$ cat config.mk
export PLATFORM = sky130hd
export DESIGN_NAME = mem_port_arbiter
export DESIGN_NICKNAME = d
export VERILOG_FILES = /design/src/rtl/mem_port_arbiter.sv
export SDC_FILE = /design/constraint.sdc
export NUM_CORES = 1
export LEC_CHECK = 0
export CELL_PAD_IN_SITES_DETAIL_PLACEMENT = 1
export CELL_PAD_IN_SITES_GLOBAL_PLACEMENT = 1
export CORE_UTILIZATION = 35
export CTS_BUF_LIST = sky130_fd_sc_hd__clkbuf_2 sky130_fd_sc_hd__clkbuf_4 sky130_fd_sc_hd__clkbuf_8
export CTS_CLUSTER_SIZE = 25
export DETAILED_ROUTE_END_ITERATION = 8
export PLACE_DENSITY = 0.71
export SLEW_MARGIN = 20
export SYNTH_ARGS = -nofsm -noshare
export SYNTH_HDL_FRONTEND = slang
export SYNTH_SLANG_ARGS = --single-unit
export TNS_END_PERCENT = 10
$ cat constraint.sdc
create_clock -name clk -period 1.85 [get_ports clk]
set_input_delay 0.37 -clock clk [delete_from_list [all_inputs] [get_ports clk]]
set_output_delay 0.37 -clock clk [all_outputs]
set_load 0.01 [all_outputs]
$ cat src/rtl/mem_port_arbiter.sv
// ============================================================================
// mem_port_arbiter : round-robin arbiter/sequencer for the shared 4:1 memory
//                    port mux, with ack wait and timeout abort.
// Revision: 1.0
// ============================================================================
`default_nettype none

module mem_port_arbiter #(
  parameter int TIMEOUT_CYCLES = 255,
  parameter int CNT_WIDTH      = 8
) (
  input  logic       clk,
  input  logic       rst,
  input  logic [3:0] req,
  input  logic       mem_ack,
  output logic [1:0] mux_sel,
  output logic [3:0] grant,
  output logic       mem_req,
  output logic [3:0] done,
  output logic [3:0] err,
  output logic       busy
);

  localparam logic [0:0] ST_IDLE = 1'b0;
  localparam logic [0:0] ST_BUSY = 1'b1;

  localparam bit                   TO_EN   = (TIMEOUT_CYCLES != 0);
  localparam int                   TO_LAST_I = TO_EN ? TIMEOUT_CYCLES - 1 : 0;
  localparam logic [CNT_WIDTH-1:0] TO_LAST = TO_LAST_I[CNT_WIDTH-1:0];

  logic [0:0]           state_q, state_d;
  logic [3:0]           grant_q, grant_d;
  logic [1:0]           mux_sel_q, mux_sel_d;
  logic                 mem_req_q, mem_req_d;
  logic [3:0]           done_q, done_d;
  logic [3:0]           err_q, err_d;
  logic                 busy_q, busy_d;
  logic [CNT_WIDTH-1:0] cnt_q, cnt_d;
  logic [1:0]           last_grant_q, last_grant_d;

  logic       found;
  logic [1:0] winner;
  logic [1:0] scan_idx;
  logic       ack_fire;
  logic       to_fire;

  // Rotating-priority scan starting just after the previous winner.
  always_comb begin
    found    = 1'b0;
    winner   = 2'd0;
    scan_idx = 2'd0;
    for (int k = 1; k <= 4; k++) begin
      scan_idx = last_grant_q + 2'(k);
      if (!found && req[scan_idx]) begin
        found  = 1'b1;
        winner = scan_idx;
      end
    end
  end

  always_ff @(posedge clk) begin
    if (rst) begin
      state_q      <= ST_IDLE;
      grant_q      <= 4'd0;
      mux_sel_q    <= 2'd0;
      mem_req_q    <= 1'b0;
      done_q       <= 4'd0;
      err_q        <= 4'd0;
      busy_q       <= 1'b0;
      cnt_q        <= '0;
      last_grant_q <= 2'd3;
    end else begin
      state_q      <= state_d;
      grant_q      <= grant_d;
      mux_sel_q    <= mux_sel_d;
      mem_req_q    <= mem_req_d;
      done_q       <= done_d;
      err_q        <= err_d;
      busy_q       <= busy_d;
      cnt_q        <= cnt_d;
      last_grant_q <= last_grant_d;
    end
  end

  // Next state; mem_ack takes precedence over a coincident timeout.
  always_comb begin
    state_d  = state_q;
    ack_fire = 1'b0;
    to_fire  = 1'b0;
    case (state_q)
      ST_IDLE: begin
        if (found) state_d = ST_BUSY;
      end
      ST_BUSY: begin
        if (mem_ack)                        ack_fire = 1'b1;
        else if (TO_EN && cnt_q == TO_LAST) to_fire  = 1'b1;
        if (ack_fire || to_fire) state_d = ST_IDLE;
      end
      default: state_d = ST_IDLE;
    endcase
  end

  always_comb begin
    grant_d      = grant_q;
    mux_sel_d    = mux_sel_q;
    mem_req_d    = mem_req_q;
    done_d       = 4'd0;
    err_d        = 4'd0;
    busy_d       = busy_q;
    cnt_d        = cnt_q;
    last_grant_d = last_grant_q;
    case (state_q)
      ST_IDLE: begin
        if (found) begin
          grant_d   = 4'b0001 << winner;
          mux_sel_d = winner;
          mem_req_d = 1'b1;
          busy_d    = 1'b1;
          cnt_d     = '0;
        end
      end
      ST_BUSY: begin
        if (ack_fire || to_fire) begin
          done_d       = ack_fire ? (4'b0001 << mux_sel_q) : 4'd0;
          err_d        = to_fire  ? (4'b0001 << mux_sel_q) : 4'd0;
          grant_d      = 4'd0;
          mem_req_d    = 1'b0;
          busy_d       = 1'b0;
          last_grant_d = mux_sel_q;
        end else begin
          cnt_d = cnt_q + CNT_WIDTH'(1);
        end
      end
      default: ;
    endcase
  end

  assign grant   = grant_q;
  assign mux_sel = mux_sel_q;
  assign mem_req = mem_req_q;
  assign done    = done_q;
  assign err     = err_q;
  assign busy    = busy_q;

endmodule

`default_nettype wire

==> flow_metrics.env, run 1 <==
export IMPL_status="finished, final reports clean"
export IMPL_top_usage_layer="met2"
export IMPL_syn_avg_cell_area_sq_um=9.45
export IMPL_timing_final_crit_share_pct=92.1
export IMPL_avgRoutedWirePerCell_um=14.3
export IMPL_place_area_sq_mm=0.00152
export IMPL_crit_buf_inv=1
export IMPL_ys_ff_latch=26
export IMPL_cts_max_level=1
export IMPL_cpPeakStageDelay_ns=0.57
export IMPL_synth_warnings=0
export IMPL_slew_headroom_pct=65.9
export IMPL_initial_utilization_pct=38.1
export IMPL_ys_seq_area_share_pct=43.4
export IMPL_fin_cells=202
export IMPL_nFillCells=396
export IMPL_min_delay_start="grant[3]$_SDFFE_PP0P_"
export IMPL_first_pass_iters=3
export IMPL_postSynthCellCount=127
export IMPL_area_growth_pct=29.9
export IMPL_row_count=20
export IMPL_via_per_inst=5.03
export IMPL_yosysTopAreaCell="dfxtp_1"
export IMPL_drv_cap=0
export IMPL_fmax_ghz=0.587
export IMPL_hold_path_end="grant[3]$_SDFFE_PP0P_"
export IMPL_rsz0062_at_grt="no"
export IMPL_hold_depth=2
export IMPL_critPathMaxFanout=8
export IMPL_drive_gt1_share_pct=16.5
export IMPL_crit_slowest_cell="clkdlybuf4s50_1"
export IMPL_worstSetupPathType="register to output pin"
export IMPL_ios=23
export IMPL_cts_tree="yes"
export IMPL_reg2reg_to="cnt_q[7]$_SDFFE_PP0P_"
export IMPL_clock_sinks=26
export IMPL_yosys_top_cells_area="dfxtp_1 43%, nor2_1 5.9%, nand2b_1 5.2%, mux2i_1 3.3%, nand3b_1 3.1%"
export IMPL_die_area_sq_mm=0.00367
export IMPL_worstPathCellList="clkdlybuf4s50_1"
export IMPL_final_area_sq_mm=0.00156
export IMPL_root_buffer="clkbuf_4"
export IMPL_drc_errors=0
export IMPL_seqCellArea_sq_um=523
export IMPL_met3_usage_pct=5.12
export IMPL_grt_overflow=0
export IMPL_portBuffers=22
export IMPL_ir_worst_vdd_mv=0.232
export IMPL_r2r_slack_ns=0.18
export IMPL_hold_viol=0
export IMPL_core_sq_mm=0.00315
export IMPL_gr_usage_met2_pct=31.6
export IMPL_worst_pin_slew_ns=0.510
export IMPL_nets=168
export IMPL_grt_usage_pct=17.9
export IMPL_critPathCaptureType="output pin"
export IMPL_required_ns=1.48
export IMPL_synth_cell_types=42
export IMPL_multi_input_area_sq_um=634
export IMPL_worstRegToRegCells=6
export IMPL_reg2reg_from="cnt_q[0]$_SDFFE_PP0P_"
export IMPL_antenna_found_initial=0
export IMPL_finalSetupViolCount=0
export IMPL_vias=1016
export IMPL_grt_max_degree=17
export IMPL_place_gp_congestion=0.738
export IMPL_die_w_um=60.6
export IMPL_cp_top_family="buffers and inverters"
export IMPL_slew_viol_final=0
export IMPL_p_leak_nw=0.568
export IMPL_antennaDiodeCount=0
export IMPL_cp_data_arrival_time_ns=1.33
export IMPL_p_per_area_mw_per_mm2=698
export IMPL_final_min_clock_period_ns=1.70
export IMPL_hpwlAfterDp_um=2180
export IMPL_setup_worst_path_start_class="register"
export IMPL_dieHeight_um=60.6
export IMPL_use_met1_pct=20.8
export IMPL_grt_pass1_vias=1033
export IMPL_clk_path_buf_depth=2
export IMPL_routed_wl_um=2880
export IMPL_syn_area_sq_mm=0.00120
export IMPL_fin_skew_ns=0.00853
export IMPL_setup_tns_ns=0
export IMPL_min_delay_path_class="register to register"
export IMPL_ant_nets=0
export IMPL_syn_nets=136
export IMPL_clk_pin_slew_worst_paths_ns=0.14
export IMPL_cts_buffers=3
export IMPL_grt_pass1_wl_um=4780
export IMPL_synth_top_area_share_pct=43.4
export IMPL_clk_latency_ns=0.33
export IMPL_place_inst=198
export IMPL_first_iter_violations=16
worst max path at each step:
stage	endpoint	from	depth (start not counted)	slack, ns
after floorplan	cnt_q[7]$_SDFFE_PP0P_	cnt_q[0]$_SDFFE_PP0P_	6	0.37
after global placement	grant[3]$_SDFFE_PP0P_	req[0]	7	-0.03
after detailed placement	grant[3]$_SDFFE_PP0P_	req[0]	7	-0.06
after CTS	mux_sel[0]	mux_sel[0]$_SDFFE_PP0P_	1	0.04
after global routing	cnt_q[7]$_SDFFE_PP0P_	cnt_q[0]$_SDFFE_PP0P_	6	0.09
final	mux_sel[0]	mux_sel[0]$_SDFFE_PP0P_	1	0.15
cell usage in the layout, fill, tap and decap left out, types with 3 or more instances in the layout:
master,count
nand2_1,4
o22ai_1,3
buf_4,10
nand3b_1,5
nand3_1,3
xor2_1,3
mux2i_1,4
inv_1,4
nand2b_1,10
nor2_1,19
dfxtp_1,24
a21oi_1,4
clkbuf_4,3
clkdlybuf4s50_1,22
nor3_1,3
synthesized netlist by cell type (all sizes together):
| cell type | number |
|---|---|
| a2111oi | 1 |
| a211oi | 1 |
| a21boi | 2 |
| a21o | 1 |
| a21oi | 4 |
| a31oi | 1 |
| and2b | 1 |
| and3 | 2 |
| and4 | 1 |
| buf | 3 |
| clkbuf | 2 |
| dfxtp | 26 |
| ha | 2 |
| inv | 4 |
| mux2 | 1 |
| mux2i | 4 |
| nand2 | 4 |
| nand2b | 11 |
| nand3 | 3 |
| nand3b | 5 |
| nand4 | 2 |
| nand4b | 1 |
| nor2 | 19 |
| nor3 | 3 |
| nor4 | 1 |
| o211ai | 2 |
| o21a | 1 |
| o21ai | 3 |
| o22a | 2 |
| o22ai | 3 |
| o31ai | 1 |
| o32ai | 2 |
| or2 | 2 |
| or3 | 1 |
| xnor2 | 2 |
| xor2 | 3 |
per-layer routing:
layer	up-vias	share of wire (%)
met5	-	0
met4	0	1.2
met3	5	4.2
met2	22	49
met1	482	46
li1	507	-
worst register-to-register path, delay by kind of cell (launching register included):
kind                     cells  cell delay [ns]
flip-flops                   1             0.44
adder cells (fa/ha/maj)      1             0.21
buffers and inverters        1             0.10
AO/OA/AOI/OAI                1             0.37
XOR/XNOR                     1             0.17
AND/OR/NAND/NOR              2             0.30
state kept, by name, indices dropped and copies added (netlist names):
name and flops:
cnt_q 8, done 4, err 4, grant 4, last_grant_q 2, mux_sel 2, busy 1, state_q 1
final cells by class:
| type | instances | share of cell area [%] |
|---|---|---|
| multi-input cells | 92 | 40.7 |
| well taps | 44 | 3.53 |
| inverters | 4 | 0.963 |
| clock buffers | 4 | 2.33 |
| repair buffers | 32 | 18.9 |
| flip-flops and latches | 26 | 33.5 |
power by group:
| group | internal (mW) | total [mW] | switching (mW) |
|---|---|---|---|
| logic | 0.100 | 0.182 | 0.0819 |
| registers | 0.583 | 0.611 | 0.0282 |
| clock network | 0.121 | 0.294 | 0.174 |
cell families (layout without fill, tap and decap cells):
| kind of cell | after synthesis | after routing | share of synthesized area (%) |
|---|---|---|---|
| AOI/OAI and AO/OA | 24 | 24 | 16.3 |
| buffers and inverters | 9 | 40 | 3.75 |
| DFF | 26 | 26 | 43.4 |
| and+or+nand+nor | 56 | 56 | 26.6 |
| xor gates and xnor gates | 5 | 5 | 3.65 |
| muxes | 5 | 5 | 4.28 |
| adders and majority gates | 2 | 2 | 2.09 |
per-stage QoR:
| stage | hold WS (ns) | worst slack (ns) | util (%) | total power, mW |
|---|---|---|---|---|
| after floorplan | 0.482 | 0.370 | - | 0.712 |
| after global placement | 0.480 | -0.0308 | 48.2 | 0.795 |
| after detailed placement | 0.484 | -0.0624 | 48.2 | 0.804 |
| after CTS | 0.506 | 0.0403 | 49.4 | 1.10 |
| after global routing | 0.544 | 0.0891 | 49.4 | 1.14 |
| final | 0.500 | 0.146 | 49.4 | 1.09 |
what timing repair did:
| item | in CTS | in global routing |
|---|---|---|
| setup endpoints to repair | 0 | 2 |
| hold buffers | 0 | 0 |
| setup buffers | 0 | 0 |
| gates resized for setup | 0 | 2 |
Power figures use the tool's default switching activity.
==> run 2, diff against run 1 <==
- MAX_ROUTING_LAYER: unset -> met4
==> run 2 against run 1 <==
Final area unchanged. Fmax about the same. Clock power hardly changed. Cell count stayed put. Die area unchanged. Clock skew barely moved. Clock-buffer cell count is the same. Critical path type unchanged. Critical endpoint unchanged.
==> flow_metrics.env, run 2 (same netlist as run 1, synthesis figures left out) <==
export IMPL_place_gp_congestion=0.748
export IMPL_holdWs_ns=0.501
export IMPL_die_w_um=60.6
export IMPL_cts_hold_buffers=0
export IMPL_min_delay_path_class="register to register"
export IMPL_grt_pass1_wl_um=4780
export IMPL_setup_worst_path_start_class="register"
export IMPL_clk_path_buf_depth=2
export IMPL_grt_usage_pct=18.5
export IMPL_nets=168
export IMPL_fmax_ghz=0.586
export IMPL_drive_gt1_share_pct=16.5
export IMPL_antenna_found_initial=0
export IMPL_clk_latency_ns=0.33
export IMPL_worstRegToRegCells=6
export IMPL_clock_sinks=26
export IMPL_first_iter_violations=19
export IMPL_critPathCaptureType="output pin"
export IMPL_worstSetupStartpoint="mux_sel[0]$_SDFFE_PP0P_"
export IMPL_grt_overflow=0
export IMPL_avgRoutedWirePerCell_um=14.3
export IMPL_antennaDiodeCount=0
export IMPL_place_area_sq_mm=0.00152
export IMPL_fin_skew_ns=0.00840
export IMPL_grt_max_degree=17
export IMPL_root_buffer="clkbuf_4"
export IMPL_setup_tns_ns=0
export IMPL_rsz0062_at_grt="no"
export IMPL_portBuffers=22
export IMPL_finalSetupViolCount=0
export IMPL_p_per_area_mw_per_mm2=698
export IMPL_slew_headroom_pct=64.9
export IMPL_crit_end="mux_sel[0]"
export IMPL_critPathMaxFanout=8
export IMPL_hpwlAfterDp_um=2180
export IMPL_timing_final_crit_share_pct=92.2
export IMPL_mostFrequentLayoutCell="dfxtp_1"
export IMPL_ios=23
export IMPL_hold_viol=0
export IMPL_final_area_sq_mm=0.00156
export IMPL_required_ns=1.48
export IMPL_cpPeakStageDelay_ns=0.57
export IMPL_grt_pass1_vias=1037
export IMPL_cts_tree="yes"
export IMPL_cp_data_arrival_time_ns=1.34
export IMPL_final_cell_mix="24 x dfxtp_1, 22 x clkdlybuf4s50_1, 19 x nor2_1"
export IMPL_worst_pin_slew_ns=0.524
export IMPL_die_area_sq_mm=0.00367
export IMPL_via_per_inst=5.03
export IMPL_worstPathCellList="clkdlybuf4s50_1"
export IMPL_crit_slowest_cell="clkdlybuf4s50_1"
export IMPL_dieHeight_um=60.6
export IMPL_p_leak_nw=0.568
export IMPL_largest_reg_flops=8
export IMPL_worstSetupPathType="register to output pin"
export IMPL_drc_errors=0
export IMPL_ant_nets=0
export IMPL_cp_top_family="buffers and inverters"
export IMPL_area_growth_pct=29.9
export IMPL_drv_cap=0
export IMPL_r2r_slack_ns=0.19
export IMPL_crit_buf_inv=1
export IMPL_final_min_clock_period_ns=1.71
export IMPL_first_pass_iters=3
export IMPL_reg2reg_from="cnt_q[0]$_SDFFE_PP0P_"
export IMPL_cts_max_level=1
export IMPL_clk_pin_slew_worst_paths_ns=0.14
export IMPL_cts_buffers=3
export IMPL_power_mw=1.09
export IMPL_crit_cells=1
export IMPL_initial_utilization_pct=38.1
export IMPL_vias=1017
export IMPL_ir_worst_vdd_mv=0.232
export IMPL_reg2reg_to="cnt_q[7]$_SDFFE_PP0P_"
export IMPL_layout_setup_ws_ns=0.144
export IMPL_status="finished, final reports clean"
export IMPL_routed_wl_um=2880
export IMPL_nFillCells=396
export IMPL_row_count=20
export IMPL_regMostFlops="cnt_q"
export IMPL_slew_viol_final=0
export IMPL_core_sq_mm=0.00315
export IMPL_dpl_worst_slack_ns=-0.0624
## run 2: cell counts in the layout (fill, tap and decap cells not counted)
No cell type changed its count.
## run 2: how the worst min path moves through the flow
stage / start / to / slack (ns) / cells after the start
after floorplan: cnt_q[0]$_SDFFE_PP0P_ / cnt_q[0]$_SDFFE_PP0P_ / 0.48 / 2
after global placement: grant[1]$_SDFFE_PP0P_ / grant[1]$_SDFFE_PP0P_ / 0.48 / 2
after detailed placement: grant[3]$_SDFFE_PP0P_ / grant[3]$_SDFFE_PP0P_ / 0.48 / 2
after CTS: grant[3]$_SDFFE_PP0P_ / grant[3]$_SDFFE_PP0P_ / 0.51 / 2
after global routing: grant[1]$_SDFFE_PP0P_ / grant[1]$_SDFFE_PP0P_ / 0.55 / 2
final: grant[3]$_SDFFE_PP0P_ / grant[3]$_SDFFE_PP0P_ / 0.50 / 2
## run 2: stage by stage
| stage | instances | utilization, % |
|---|---|---|
| after CTS | 202 | 49.4 |
| after global placement | 198 | 48.2 |
| final | 202 | 49.4 |
| after floorplan | 127 | - |
| after global routing | 202 | 49.4 |
| after detailed placement | 198 | 48.2 |
## run 2: cell type report
| class | instances | area (sq um) | area share, % |
|---|---|---|---|
| repair buffers | 32 | 295 | 18.9 |
| multi-input cells | 92 | 634 | 40.7 |
| inverters | 4 | 15.0 | 0.963 |
| clock buffers | 4 | 36.3 | 2.33 |
| flip-flops and latches | 26 | 523 | 33.5 |
| well taps | 44 | 55.1 | 3.53 |
## run 2: tightest hold or removal path, delay by kind of cell (launching register included)
family	cells	cell delay (ns)
AO/OA/AOI/OAI	1	0.08
buffers and inverters	1	0.05
flip-flops	1	0.34
## run 2: power by group
part / total (mW) / internal [mW] / leakage, nW / switching (mW)
registers: 0.612 / 0.583 / 0.212 / 0.0287
logic: 0.182 / 0.100 / 0.334 / 0.0822
clock network: 0.294 / 0.121 / 0.0210 / 0.174
total: 1.09 / 0.804 / 0.568 / 0.284
## run 2: per-layer routing
| layer | GRT usage (%) | vias to the layer above | wire length [um] |
|---|---|---|---|
| met2 | 31.6 | 22 | 1400 |
| li1 | - | 507 | - |
| met3 | 4.69 | 5 | 106 |
| met5 | - | - | 0 |
| met1 | 21.1 | 483 | 1340 |
| met4 | 5.84 | 0 | 35 |
## run 2: timing repair
action	4_1_cts	5_1_grt
gates resized for setup	0	2
buffers inserted	0	0
endpoints found under the setup margin	0	2
